[src/rtl/xge_stats_cntr_if.sv]
// xge_stats_cntr_if: 64-bit AXI4-Stream beat signals snooped by the statistics block.
interface xge_stats_cntr_if;
    logic       tvalid;
    logic       tready;
    logic [7:0] tkeep;
    logic       tlast;
    logic       tuser;
    modport master (output tvalid, tready, tkeep, tlast, tuser);
    modport slave  (input  tvalid, tready, tkeep, tlast, tuser);
endinterface

[src/rtl/xge_stats_cntr.sv]
// xge_stats_cntr: saturating frame/byte statistics snooped from a 64-bit AXI4-Stream.
// Counters only change on registered edges so a slow-domain snapshot stays coherent.
module xge_stats_cntr #(
    parameter int CW      = 32,
    parameter int BW      = 48,
    parameter int MIN_LEN = 64,
    parameter int MAX_LEN = 1518
) (
    input  logic                   clk,
    input  logic                   rst_n,
    xge_stats_cntr_if.slave        s_axis,
    input  logic                   clear,
    output logic [CW-1:0]          good_frames,
    output logic [CW-1:0]          bad_frames,
    output logic [CW-1:0]          runt_frames,
    output logic [CW-1:0]          over_frames,
    output logic [BW-1:0]          good_bytes
);
    localparam int SW = (BW > 16 ? BW : 16) + 1;
    typedef enum logic {S_IDLE, S_FRAME} state_t;
    state_t        state_q;
    logic [15:0]   len_acc_q, s1_len_q, len_d;
    logic          err_q, err_d, s1_vld_q, s1_user_q, s1_err_q;
    logic          beat, contig, beat_err, runt, over, good;
    logic [16:0]   len_sum;
    logic [SW-1:0] byte_sum;
    logic [CW-1:0] good_frames_q, bad_frames_q, runt_frames_q, over_frames_q;
    logic [CW-1:0] good_frames_d, bad_frames_d, runt_frames_d, over_frames_d;
    logic [BW-1:0] good_bytes_q, good_bytes_d;
    always_comb begin
        beat          = s_axis.tvalid & s_axis.tready;
        len_sum       = {1'b0, (state_q == S_FRAME ? len_acc_q : 16'd0)} + 17'($countones(s_axis.tkeep));
        len_d         = len_sum[16] ? 16'hFFFF : len_sum[15:0];
        // Contiguous-from-bit-0 masks are exactly those where keep & (keep+1) == 0
        contig        = ~|({1'b0, s_axis.tkeep} & ({1'b0, s_axis.tkeep} + 9'd1));
        beat_err      = ~|s_axis.tkeep | (s_axis.tlast ? ~contig : s_axis.tkeep != 8'hFF);
        err_d         = (state_q == S_FRAME & err_q) | beat_err;
        runt          = int'(s1_len_q) < MIN_LEN;
        over          = int'(s1_len_q) > MAX_LEN;
        good          = s1_user_q & ~s1_err_q & ~runt & ~over;
        byte_sum      = SW'(good_bytes_q) + SW'(s1_len_q);
        good_frames_d = s1_vld_q & good & ~&good_frames_q ? good_frames_q + CW'(1) : good_frames_q;
        bad_frames_d  = s1_vld_q & ~good & ~&bad_frames_q ? bad_frames_q + CW'(1) : bad_frames_q;
        runt_frames_d = s1_vld_q & runt & ~&runt_frames_q ? runt_frames_q + CW'(1) : runt_frames_q;
        over_frames_d = s1_vld_q & over & ~&over_frames_q ? over_frames_q + CW'(1) : over_frames_q;
        good_bytes_d  = ~(s1_vld_q & good) ? good_bytes_q : (|byte_sum[SW-1:BW] ? '1 : byte_sum[BW-1:0]);
    end
    always_ff @(posedge clk) begin
        if (!rst_n) begin
            state_q       <= S_IDLE;
            len_acc_q     <= '0;
            err_q         <= 1'b0;
            s1_vld_q      <= 1'b0;
            s1_len_q      <= '0;
            s1_user_q     <= 1'b0;
            s1_err_q      <= 1'b0;
            good_frames_q <= '0;
            bad_frames_q  <= '0;
            runt_frames_q <= '0;
            over_frames_q <= '0;
            good_bytes_q  <= '0;
        end else begin
            s1_vld_q <= beat & s_axis.tlast;
            if (beat) begin
                state_q   <= s_axis.tlast ? S_IDLE : S_FRAME;
                len_acc_q <= s_axis.tlast ? 16'd0 : len_d;
                err_q     <= ~s_axis.tlast & err_d;
            end
            if (beat & s_axis.tlast) begin
                s1_len_q  <= len_d;
                s1_user_q <= s_axis.tuser;
                s1_err_q  <= err_d;
            end
            good_frames_q <= clear ? '0 : good_frames_d;
            bad_frames_q  <= clear ? '0 : bad_frames_d;
            runt_frames_q <= clear ? '0 : runt_frames_d;
            over_frames_q <= clear ? '0 : over_frames_d;
            good_bytes_q  <= clear ? '0 : good_bytes_d;
        end
    end
    assign good_frames = good_frames_q;
    assign bad_frames  = bad_frames_q;
    assign runt_frames = runt_frames_q;
    assign over_frames = over_frames_q;
    assign good_bytes  = good_bytes_q;
endmodule

[src/flat_wrapper.sv]
// flat-port wrapper written by rule: the top's interface ports become plain ports
module xge_stats_cntr_flat 
#(
    parameter int CW      = 32,
    parameter int BW      = 48,
    parameter int MIN_LEN = 64,
    parameter int MAX_LEN = 1518
)
  (clk, rst_n, clear, good_frames, bad_frames, runt_frames, over_frames, good_bytes, s_axis_tvalid, s_axis_tready, s_axis_tkeep, s_axis_tlast, s_axis_tuser);
  xge_stats_cntr_if s_axis_i ();
  input  logic clk;
  input  logic rst_n;
  input  logic clear;
  output logic [CW-1:0] good_frames;
  output logic [CW-1:0] bad_frames;
  output logic [CW-1:0] runt_frames;
  output logic [CW-1:0] over_frames;
  output logic [BW-1:0] good_bytes;
  input wire logic [$bits(s_axis_i.tvalid)-1:0] s_axis_tvalid;
  input wire logic [$bits(s_axis_i.tready)-1:0] s_axis_tready;
  input wire logic [$bits(s_axis_i.tkeep)-1:0] s_axis_tkeep;
  input wire logic [$bits(s_axis_i.tlast)-1:0] s_axis_tlast;
  input wire logic [$bits(s_axis_i.tuser)-1:0] s_axis_tuser;
  assign s_axis_i.tvalid = s_axis_tvalid;
  assign s_axis_i.tready = s_axis_tready;
  assign s_axis_i.tkeep = s_axis_tkeep;
  assign s_axis_i.tlast = s_axis_tlast;
  assign s_axis_i.tuser = s_axis_tuser;
  xge_stats_cntr #(.CW(CW), .BW(BW), .MIN_LEN(MIN_LEN), .MAX_LEN(MAX_LEN)) u_core (.clk(clk), .rst_n(rst_n), .s_axis(s_axis_i), .clear(clear), .good_frames(good_frames), .bad_frames(bad_frames), .runt_frames(runt_frames), .over_frames(over_frames), .good_bytes(good_bytes));
endmodule
[config.mk]
export PLATFORM = sky130hd
export DESIGN_NAME = xge_stats_cntr_flat
export DESIGN_NICKNAME = d
export VERILOG_FILES = /design/src/rtl/xge_stats_cntr_if.sv /design/src/rtl/xge_stats_cntr.sv /design/src/flat_wrapper.sv
export SDC_FILE = /design/constraint.sdc
export NUM_CORES = 1
export LEC_CHECK = 0
export CORE_UTILIZATION = 45
export DETAILED_ROUTE_END_ITERATION = 10
export HOLD_SLACK_MARGIN = 0.02
export PLACE_DENSITY = 0.72
export SYNTH_ARGS = -nofsm -noshare
export SYNTH_HDL_FRONTEND = slang
export SYNTH_SLANG_ARGS = --single-unit
[constraint.sdc]
create_clock -name clk -period 4.3 [get_ports clk]
set_input_delay 0.86 -clock clk [delete_from_list [all_inputs] [get_ports clk]]
set_output_delay 0.86 -clock clk [all_outputs]
set_load 0.01 [all_outputs]
==> out/results.ini <==
[die]
ios=191
dieWidth_um=158.1
die_area_um2=24980
core-area_um2=23680
start_util=0.4627
fp.dieH_um=158.1
rows=56

[worst_setup_path]
critical_path.max_stage_delay_ns=0.54
start_kind=input port
cp-end-kind=flop
cp_slowest_cell=fa_1
critPathMaxFanout=5
path_class=input port to flop
crit_arrival_ns=4.54
cp.required_ns=4.69
path_buf_inv=5
cp_top_family=adder cells
path_cells=clkdlybuf4s50_1 > buf_4 > ha_1 > inv_1 > fa_1 > fa_1 > inv_1 > ha_1 > nor2b_1 > o21ai_1 > a21boi_0 > o21bai_1 > buf_4 > nor2_1 > and4b_1 > o311a_1

[power]
p_per_area_nw_per_um2=297.7
power_mw=4.196
p_leak_nw=5.018
vdd_drop_max_v=0.0001985

[final_layout]
multi_input_area_um2=6320
final_common_cell=dfxtp_1
regArea_um2=4264
layout-drive-gt1-share=0.06122
layout_common_cells=dfxtp_1, clkdlybuf4s50_1, nor2_1, nand2_1, xor2_1
fillCellCount=2130
fin_area_um2=14090
layout.nets=1561
area.growth.synth_to_final_pct=28.61
antenna_cells=0

[global_routing]
grt_pass1_wl_um=47000
grt_pass1_vias=9262
grt_usage=0.2302
grt_overflow_total=0
antenna_found_initial=0
grt_max_degree=74

[route]
via_count=10090
top_layer=met4
drt-vias-per-instance=5.492
wirelength_um=28970
wire_per_inst_um=15.76
wl_met3_um=1472
route.met2.wl_um=13830
antenna_left=0
drt_pre_antenna_iters=6
drt_iter0_markers=682
drc=0
drt-met1-wl_um=13190

[clock_network]
clk_latency_ns=0.52
cts.sinks=213
clk_pin_slew_ns=0.05
clock-root-buffer=clkbuf_16
ctsHtreeMaxLevel=1
tritoncts=built
cts_buffers=25
clockBufferDepth=3

[placement]
gp_congestion=0.8468
port_buffers=190
post_dp_cell_area_um2=13310
pre_cts_ws_ns=-0.4564
dp_hpwl_um=20690

[synthesis]
ys_top_cells_by_area=dfxtp_1, xor2_1, nor2_1
syn_area_per_cell_um2=8.359
syn_nets=1367
syn-cell-area_um2=10960
synth_top_flop_cell=dfxtp_1
synth_top_cell_by_area=dfxtp_1
yosysWarnings=0
ys_async_sr_fraction=0
synth_cells=1311
synth.ff_latch_count=213
ys_types=61
ys_seq_area_frac=0.3891
synth-edff-count=0
synth_top_cell_area_share=0.3891

[timing]
clock_skew_ns=0.02432
fin_crit_ns=4.145
period_share=0.9639
fmax_ghz=0.2413
maxSlewHeadroom=0.3925
timing.hold.ws_ns=0.4587
fin_setup_tns_ns=0
worst_slew_pin_slew_ns=0.8994
setup_violations=0
final_max_slew_viol_count=0
hold_viol=0
timing.final.ws_setup_ns=0.1551

[hold_path]
hold_class=flop to flop

[run_status]
status=finished clean

[job]
max-cap-violations=0

-- flip-flops by register name, indices dropped and copies added (netlist names), 16 cells and up --
signal              cells
u_core.s1_len_q        16
u_core.runt_frames     32
u_core.over_frames     32
u_core.good_frames     32
u_core.good_bytes      48
u_core.bad_frames      32
u_core.len_acc_q       16
-- synthesized netlist by cell type (all sizes together) (19+ instances only) --
| master | n |
|---|---|
| nand3 | 80 |
| xnor2 | 61 |
| nand4 | 59 |
| o21ai | 61 |
| and3 | 26 |
| inv | 52 |
| nand2 | 88 |
| a21oi | 75 |
| dfxtp | 213 |
| and2 | 19 |
| xor2 | 85 |
| nor3 | 35 |
| nor2 | 161 |
| or3 | 21 |
| clkbuf | 50 |
| ha | 34 |
-- cell families after synthesis --
family,after synthesis,synth area share
AO/OA/AOI/OAI,240,0.1415
XOR/XNOR,146,0.1167
adder cells (fa/ha/maj),41,0.05161
buffers and inverters,107,0.03699
flip-flops,213,0.3891
multiplexers,8,0.007308
AND/OR/NAND/NOR,556,0.2568
-- final timing paths --
path	startpoint	endpoint	slack, ns	depth (start not counted)
worst max-delay path	s_axis_tkeep[4]	u_core.len_acc_q[9]	0.16	16
worst min-delay path	u_core.len_acc_q[3]	u_core.len_acc_q[3]	0.46	2
worst max register to register	u_core.s1_len_q[11]	u_core.good_bytes[47]	1.20	7
worst min register to register	u_core.len_acc_q[3]	u_core.len_acc_q[3]	0.46	2
-- tightest hold or removal path: stages (launching register included) --
cell,delay [ns]
dfxtp_1,0.30
nand2_1,0.05
a21boi_0,0.06
-- routing by layer --
layer / up-vias / track usage
met5: - / 0
met4: 0 / 0.05723
met3: 37 / 0.02737
met2: 276 / 0.3885
met1: 4732 / 0.3110
li1: 5049 / -
-- timing repair --
action | 4_1_cts | 5_1_grt
resized for setup | 0 | 8
endpoints found under the setup margin | 0 | 30
setup buffers | 0 | 1
hold buffers | 0 | 0
-- through the flow --
stage | std cells | utilization
2_1_floorplan | 1311 | -
3_3_place_gp | 1796 | 0.5618
3_5_place_dp | 1796 | 0.5618
4_1_cts | 1837 | 0.5938
5_1_grt | 1838 | 0.5951
6_report | 1838 | 0.5951
-- where the power goes --
part           internal (mW)  switching, mW  total, mW
registers               1.99         0.0127       2.00
clock network           1.16          0.814       1.97
logic                 0.0944          0.130      0.224
-- final cells by class --
class / instances / share of cell area
Clock inverter: 6 / 0.002397
Multi-Input combinational cell: 991 / 0.4484
Timing Repair Buffer: 222 / 0.1531
Sequential cell: 213 / 0.3026
Inverter: 52 / 0.01385
Tap cell: 319 / 0.02832
Clock buffer: 35 / 0.05131
Power figures use the tool's default switching activity.
